## src/rtl/apb_initiator_pkg.sv

```systemverilog
// Shared APB initiator definitions: FSM state encoding, default protection
// value and the byte-strobe width derivation.
package apb_initiator_pkg;

  // Transfer phases of the initiator, 2-bit encoding shared with the APB fabric
  typedef enum logic [1:0] {
    ST_IDLE   = 2'd0,
    ST_SETUP  = 2'd1,
    ST_ACCESS = 2'd2,
    ST_RESP   = 2'd3
  } apb_state_t;

  localparam logic [2:0] APB_PROT_DEFAULT = 3'b000;

  // One strobe bit per data byte
  function automatic int strb_width(input int data_w);
    return data_w / 8;
  endfunction

endpackage

```

## src/rtl/apb_initiator_wait_timer.sv

```systemverilog
// Wait-state timer for the ACCESS phase. Counts enabled cycles since the last
// clear, saturates instead of wrapping, and flags expiry when the count
// reaches TIMEOUT-1. TIMEOUT = 0 disables expiry altogether.
module apb_wait_timer #(
  parameter int TIMEOUT = 1024
) (
  input  logic clock,
  input  logic reset,
  input  logic clear,
  input  logic enable,
  output logic expired
);

  localparam int CW = (TIMEOUT > 0) ? $clog2(TIMEOUT + 1) : 1;
  localparam logic [CW-1:0] LAST = (TIMEOUT > 0) ? CW'(TIMEOUT - 1) : '0;

  logic [CW-1:0] count;

  // Wait counter: clear wins, otherwise count enabled cycles up to saturation
  always_ff @(posedge clock or posedge reset) begin
    if (reset) begin
      count <= '0;
    end else if (clear) begin
      count <= '0;
    end else if (enable && (count != '1)) begin
      count <= count + 1'b1;
    end
  end

  // Expiry flag, only meaningful when a finite timeout is configured
  always_comb begin
    expired = (TIMEOUT != 0) && (count == LAST);
  end

endmodule

```

## src/rtl/apb_initiator.sv

```systemverilog
// APB4 requester: converts a valid/ready request/response handshake into
// APB SETUP/ACCESS transfers, one outstanding at a time, with a wait-state
// timeout guarding against hung slaves. Every output is a register.
module apb_initiator
  import apb_initiator_pkg::*;
#(
  parameter  int ADDR_W  = 32,
  parameter  int DATA_W  = 32,
  parameter  int TIMEOUT = 1024,
  localparam int STRB_W  = strb_width(DATA_W)
) (
  input  logic              clock,
  input  logic              reset,
  input  logic              req_valid,
  output logic              req_ready,
  input  logic [ADDR_W-1:0] req_addr,
  input  logic              req_write,
  input  logic [DATA_W-1:0] req_wdata,
  input  logic [STRB_W-1:0] req_wstrb,
  input  logic [2:0]        req_prot,
  output logic              rsp_valid,
  input  logic              rsp_ready,
  output logic [DATA_W-1:0] rsp_rdata,
  output logic              rsp_err,
  output logic              rsp_timeout,
  output logic [ADDR_W-1:0] paddr,
  output logic [2:0]        pprot,
  output logic              pwrite,
  output logic [DATA_W-1:0] pwdata,
  output logic [STRB_W-1:0] pstrb,
  output logic              psel,
  output logic              penable,
  input  logic              pready,
  input  logic              pslverr,
  input  logic [DATA_W-1:0] prdata
);

  apb_state_t        state, state_n;
  logic              req_ready_n;
  logic              rsp_valid_n;
  logic [DATA_W-1:0] rsp_rdata_n;
  logic              rsp_err_n;
  logic              rsp_timeout_n;
  logic [ADDR_W-1:0] paddr_n;
  logic [2:0]        pprot_n;
  logic              pwrite_n;
  logic [DATA_W-1:0] pwdata_n;
  logic [STRB_W-1:0] pstrb_n;
  logic              psel_n;
  logic              penable_n;
  logic              timer_clear;
  logic              timer_enable;
  logic              timer_expired;

  apb_wait_timer #(
    .TIMEOUT (TIMEOUT)
  ) u_wait_timer (
    .clock   (clock),
    .reset   (reset),
    .clear   (timer_clear),
    .enable  (timer_enable),
    .expired (timer_expired)
  );

  // State, request latch, APB drive and response registers
  always_ff @(posedge clock or posedge reset) begin
    if (reset) begin
      state       <= ST_IDLE;
      req_ready   <= 1'b1;
      rsp_valid   <= 1'b0;
      rsp_rdata   <= '0;
      rsp_err     <= 1'b0;
      rsp_timeout <= 1'b0;
      paddr       <= '0;
      pprot       <= '0;
      pwrite      <= 1'b0;
      pwdata      <= '0;
      pstrb       <= '0;
      psel        <= 1'b0;
      penable     <= 1'b0;
    end else begin
      state       <= state_n;
      req_ready   <= req_ready_n;
      rsp_valid   <= rsp_valid_n;
      rsp_rdata   <= rsp_rdata_n;
      rsp_err     <= rsp_err_n;
      rsp_timeout <= rsp_timeout_n;
      paddr       <= paddr_n;
      pprot       <= pprot_n;
      pwrite      <= pwrite_n;
      pwdata      <= pwdata_n;
      pstrb       <= pstrb_n;
      psel        <= psel_n;
      penable     <= penable_n;
    end
  end

  // Next state and next register values; APB inputs only matter in ACCESS
  always_comb begin
    state_n       = state;
    req_ready_n   = req_ready;
    rsp_valid_n   = rsp_valid;
    rsp_rdata_n   = rsp_rdata;
    rsp_err_n     = rsp_err;
    rsp_timeout_n = rsp_timeout;
    paddr_n       = paddr;
    pprot_n       = pprot;
    pwrite_n      = pwrite;
    pwdata_n      = pwdata;
    pstrb_n       = pstrb;
    psel_n        = psel;
    penable_n     = penable;
    timer_clear   = 1'b0;
    timer_enable  = 1'b0;

    case (state)
      ST_IDLE: begin
        if (req_valid && req_ready) begin
          paddr_n     = req_addr;
          pprot_n     = req_prot;
          pwrite_n    = req_write;
          pwdata_n    = req_wdata;
          pstrb_n     = req_write ? req_wstrb : '0;
          req_ready_n = 1'b0;
          psel_n      = 1'b1;
          penable_n   = 1'b0;
          timer_clear = 1'b1;
          state_n     = ST_SETUP;
        end
      end

      ST_SETUP: begin
        penable_n = 1'b1;
        state_n   = ST_ACCESS;
      end

      ST_ACCESS: begin
        // pready on the expiry cycle still counts as a normal completion
        if (pready) begin
          rsp_rdata_n   = pwrite ? '0 : prdata;
          rsp_err_n     = pslverr;
          rsp_timeout_n = 1'b0;
          rsp_valid_n   = 1'b1;
          psel_n        = 1'b0;
          penable_n     = 1'b0;
          state_n       = ST_RESP;
        end else begin
          timer_enable = 1'b1;
          if (timer_expired) begin
            rsp_rdata_n   = '0;
            rsp_err_n     = 1'b1;
            rsp_timeout_n = 1'b1;
            rsp_valid_n   = 1'b1;
            psel_n        = 1'b0;
            penable_n     = 1'b0;
            state_n       = ST_RESP;
          end
        end
      end

      ST_RESP: begin
        if (rsp_ready) begin
          rsp_valid_n = 1'b0;
          req_ready_n = 1'b1;
          state_n     = ST_IDLE;
        end
      end

      default: begin
        state_n = ST_IDLE;
      end
    endcase
  end

endmodule

```

## config.mk

```make
export PLATFORM = sky130hd
export DESIGN_NAME = apb_initiator
export DESIGN_NICKNAME = d
export VERILOG_FILES = /design/src/rtl/apb_initiator_pkg.sv /design/src/rtl/apb_initiator_wait_timer.sv /design/src/rtl/apb_initiator.sv
export SDC_FILE = /design/constraint.sdc
export NUM_CORES = 1
export LEC_CHECK = 0
export BUFFER_PORTS_ARGS = -buffer_cell sky130_fd_sc_hd__buf_4
export CAP_MARGIN = 30
export CELL_PAD_IN_SITES_DETAIL_PLACEMENT = 0
export CELL_PAD_IN_SITES_GLOBAL_PLACEMENT = 1
export CORE_MARGIN = 3
export CORE_UTILIZATION = 39
export CTS_CLUSTER_DIAMETER = 100
export DETAILED_ROUTE_END_ITERATION = 8
export HOLD_SLACK_MARGIN = 0.1
export MAX_ROUTING_LAYER = met4
export PLACE_DENSITY = 0.93
export SLEW_MARGIN = 20
export SYNTH_ARGS = -nofsm -noshare
export SYNTH_HDL_FRONTEND = slang
export SYNTH_HIERARCHICAL = 1
export SYNTH_SLANG_ARGS = --single-unit
export TNS_END_PERCENT = 10
```

## constraint.sdc

```tcl
create_clock -name clock -period 5.47 [get_ports clock]
set_clock_uncertainty 0.05 [all_clocks]
set_input_delay 0.2735 -clock clock [delete_from_list [all_inputs] [get_ports clock]]
set_output_delay 0.2735 -clock clock [all_outputs]
set_load 0.03 [all_outputs]
```

# Word-level counts from Yosys, hierarchy flattened
# Index checks and enable logic that the tools add are counted.
# word_totals
reg_bits	123
word_cells	68
output_inout_bits	110
# classes
add_sub_neg	1
n_eq_ne	8
mux	29
n_reduce_logical	16
# ops
cell	count
32-bit 2-to-1 mux	3
11-bit 2-to-1 mux	2
3-bit AND reduction	5
1-bit 2-to-1 mux	14
11-bit by 1-bit adder with 11-bit output (second input constant)	1
11-bit by 10-bit equality test with 1-bit output (second input constant)	1
11-bit != test (second input constant)	1
2-bit nonzero test	5
2-bit 2-to-1 mux	4
2-bit case mux with 4 select lines	1
1-bit case mux with 2 select lines	3
2-bit equality test (second input constant)	2
4-bit 2-to-1 mux	1
2-bit != test (second input constant)	2
2-bit AND reduction	2
3-bit != test (second input constant)	1
1-bit case mux with 3 select lines	1
3-bit nonzero test	1
2-bit by 1-bit equality test with 1-bit output (second input constant)	1
1-bit logical AND	2
2-bit logical NOT	1

# Logic depth before layout (Yosys ltp)
# logic_depth
word_depth	5
mapped_depth	9
ltp_nobuf	7

# By module
# Netlist, hierarchy kept.
# modules_own_cells
module	cells_per_inst	instances	seq_area_each_um2	area_each_um2
apb_initiator	344	1	2803.9	4530.6
apb_wait_timer	64	1	275.3	588.1

# Worst setup path before layout
# Ideal clock, no wire load.
# synth_timing
path_type	flip-flop to flip-flop
start	reg u_wait_timer.count[0]
end	reg state[1]
t_arrival_ps	1802
setup_ps	125
stages_incl_launch_ff	7
setup_slack_ps	3493
required_ps	5295
cell_sequence	dfrtp_1 ha_1 nand4_1 nor3_1 nor3b_4 nor3_2 mux2_4
# synth_between
elab_chain_cells	3
# synth_lines
element	line	rtl
from (decl)	apb_initiator_wait_timer.sv:17	logic [CW-1:0] count;
from (signal assigned)	apb_initiator_wait_timer.sv:26	count <= count + 1'b1;
11-bit by 10-bit equality test with 1-bit output	apb_initiator_wait_timer.sv:32	expired = (TIMEOUT != 0) && (count == LAST);
named net timer_expired	apb_initiator.sv:53	logic timer_expired;
3-bit != test (no source line)	n/a	
3-bit AND reduction (no source line)	n/a	
to (signal assigned)	apb_initiator.sv:82	state <= state_n;
to (decl)	apb_initiator.sv:38	apb_state_t state, state_n;
# The timed path passes the listed nets, and every way through them passes these cells.
# A chain may end at the register's enable or synchronous reset.

# Final worst setup path
# layout_timing
start	reg u_wait_timer.count[0]
end	reg rsp_rdata[18]
# layout_between
elab_chain_cells	3
# layout_lines
element	line	rtl
11-bit by 10-bit equality test with 1-bit output	apb_initiator_wait_timer.sv:32	
named net timer_expired	apb_initiator.sv:53	
2-bit nonzero test (no source line)	n/a	
2-bit AND reduction (no source line)	n/a	
to (signal assigned)	apb_initiator.sv:85	rsp_rdata <= rsp_rdata_n;
to (decl)	apb_initiator.sv:23	output logic [DATA_W-1:0] rsp_rdata,
# The timed path passes the listed nets, and every way through them passes these cells.

==> impl_results.md <==
- R2R depth: 7
- Largest net degree at the start of global routing: 84
- CTS clk-pin slew, worst paths: 0.06 ns
- Peak supply drop: 0.000309 V
- Hold EP: state[0]
- DRC viols: 0
- Gate Count Post-Synth: 408
- Post-DP Area: just under 0.007 mm^2
- Period minus WS final: 2.51 ns
- Crit path max-delay family: simple AND/OR/NAND/NOR gates
- Register area share after synthesis: 0.602
- Fraction of layout instances using a drive strength above 1: 0.442
- Status: finished clean
- Crit. End Element: flop
- Vias/cell: ~4.9
- Post-CTS Setup Inserts: 0
- Critical path class: flop to flop
- # hold bufs at CTS: ~110
- Share of the synthesized area in the top cell type: 0.596
- Leakage power: 4.18 nW
- Total wire length: 16600 um
- Via count: 4547
- Worst hold start: rsp_ready
- CP Max Fanout: 22
- Crit path DAT: 2.80 ns
- Number of global-route vias before repair: 4866
- Final setup TNS: 0 ns
- Period utilization: 0.459
- Num CTS Buffers: 17
- Worst reg2reg endpoint: rsp_rdata[18]
- Post-synth top area cell: dfrtp_1
- First-pass GRT wire length: 25700 um
- H-Tree Depth: 4
- Initial DRC count: 469
- Worst-case clock buffer depth: 2
- DRT Pass-1 Iters: 4
- Hold depth: 3
- Switch share: 0.413
- Delay of the slowest critical-path stage: 0.51 ns
- Post-layout instance area: 0.00853 mm^2
- # clock sinks: 123
- Row count: 41
- Syn_nets: 524
- Post-DP HPWL: 9870 um
- Gpl congestion: 0.884
- Slew @ Worst Pin: ~0.76 ns
- Most used routing layer: met2
- Worst endpoint required time: 5.77 ns
- CP bufs+invs: 1
- Initial antenna violation count: 0
- Synth top area cells: dfrtp_1 (60%), mux2_2 (14%), nand2_1 (5.6%)
- Die W: 121 um
- Total Power: 5.21 mW
- Clock root buffer: clkbuf_16
- Max_cap viols: 0
- Post_cts resized: 0
- Number of synthesized flops with an enable pin: 0
- Clock Power Share: 0.219
- # port buffers: approximately 220
- Switching pwr: approximately 2.2 mW
- RSZ-0062 raised after global routing: false
- Antenna viol nets, final: 0
- IO Count: 220
- Seq pwr share: 0.312
- Area delta synth->final: 66.6%
- FMAX: 399 MHz
- CTS tree: done
- Area of the core: roughly 0.013 mm^2
- Worst slew margin: 0.494
- Yosys warns: 6
- Die height: 121 um
- Netlist cell types: 44
- Layout Nets: 858
- Final global-route overflow total: 0
- Diode count: 0
- HP Class: input port to flop
- Pwr dens: 611 mW/mm^2
- GRT Util Overall: 0.236
- Final hold vios: 0
- FF+latch count, synth: 123
- Ys async rst share: 1.00
- Grt met3 use: 0.0669
- Place WS: 3.06 ns
- Die Area: around 0.015 mm^2
- Met1 usage in global routing: 0.255
- Comb pwr share: 0.469
- Critical path cell sequence: ha_1, nand4_1, nor3_1, o21a_1, buf_8, nand3_1, nand2_1
- Int Power: ~3.1 mW
- Mapped cell area: about 0.0051 mm^2
- Wirelength per Cell: 17.9 um
- Reg2reg start: u_wait_timer/count[0]
- Startpoint Class: flop
- Setup ws final: 2.96 ns
- Top_reg_cell synth: dfrtp_1
- Starting Density: 0.402
- Critical path's slowest cell: o21a_1
- Clk Latency, worst-skew pair: between 0.4 and 0.5 ns
- Grt met2 use: 0.408
- Post-Syn Area per Cell: 12.5 um^2
- R2R setup slack: 2.96 ns
- # setup viols final: 0
- Slew Limit Fails: 0
sequential cells by signal, indices dropped and copies added, names as in the netlist, 2 cells and up:
signal / count
paddr: 32
pwdata: 32
rsp_rdata: 32
u_wait_timer/count: 11
pstrb: 4
pprot: 3
state: 2
power groups by stage:
stage / clock network, mW / registers, mW / logic, mW
CTS: 1.16 / 1.60 / 2.41
detailed placement: 0 / 1.61 / 2.34
global route: 1.20 / 1.68 / 2.57
floorplan: 0 / 2.38 / 0.692
finish: 1.14 / 1.63 / 2.44
global placement: 0 / 1.58 / 2.30
synthesized netlist by cell type, types with 2 or more instances:
cell type	count
a21oi_1	8
a41oi_1	2
buf_2	3
buf_4	2
buf_6	6
buf_8	7
dfrtp_1	122
ha_1	6
inv_1	7
mux2_1	3
mux2_2	65
mux2_4	2
nand2_1	77
nand2b_1	2
nand3_1	40
nand4_1	2
nor2_1	11
nor2b_1	3
nor3_1	6
nor3_2	2
o21a_1	2
o21ai_0	4
o22a_1	2
o31ai_1	3
or4_1	2
worst max path at each step:
stage	start	endpoint	slack (ns)	depth (start not counted)
floorplan	reset	paddr[0]	2.19	1
global placement	u_wait_timer/count[0]	rsp_rdata[4]	2.83	6
detailed placement	u_wait_timer/count[0]	rsp_rdata[18]	3.06	7
CTS	u_wait_timer/count[0]	rsp_rdata[18]	3.03	7
global route	u_wait_timer/count[6]	rsp_rdata[18]	2.76	8
finish	u_wait_timer/count[0]	rsp_rdata[18]	2.96	7
area by class of cell:
class,count,area [um^2]
Fill cell,873,4190
Clock buffer,18,439
Inverter,8,37.5
Tap cell,172,215
Timing Repair Buffer,334,2790
Sequential cell,123,3080
Multi-Input combinational cell,258,1800
Clock inverter,14,170
per-layer routing:
layer  vias to the layer above  share of wire
met4                         0          0.031
li1                       2079              -
met2                       175           0.53
met1                      2260           0.39
met5                         -              0
met3                        33          0.058
placed cells by master, fill, tap and decap left out, types with 2 or more instances in the layout:
master and instances:
buf_4 222, dfrtp_1 122, dlygate4sd3_1 111, nand2_1 77, mux2_2 65, nand3_1 40, clkbuf_16 17, nor2_1 11
a21oi_1 8, inv_1 6, nor3_1 6, ha_1 6, o21ai_0 4, clkinvlp_4 4, inv_6 3, mux2_1 3
bufinv_16 3, clkinv_2 3, o31ai_1 3, nor2b_1 2, nor3_2 2, mux2_4 2, o21a_1 2, o22a_1 2
nand2b_1 2, clkinv_4 2, nand4_1 2, a41oi_1 2, or4_1 2
cell families after synthesis:
| family | share of synthesized area |
|---|---|
| simple gates | 0.141 |
| flops | 0.602 |
| mux | 0.157 |
| buf+inv | 0.0482 |
| compound gates | 0.0342 |
| fa+ha+maj | 0.0147 |
| xor+xnor | 0.00342 |
through the flow:
step	cells	utilization	hold WS, ns
3_5_place_dp	784	0.535	0.265
2_1_floorplan	408	-	0.0759
4_1_cts	927	0.670	0.123
6_report	927	0.670	0.151
3_3_place_gp	783	0.534	0.269
5_1_grt	927	0.670	0.137
tightest hold or removal path: stages:
cell,delay [ns]
buf_4,0.09
nand2b_1,0.13
a2bb2oi_1,0.08
(Power assumes the default switching activity.)
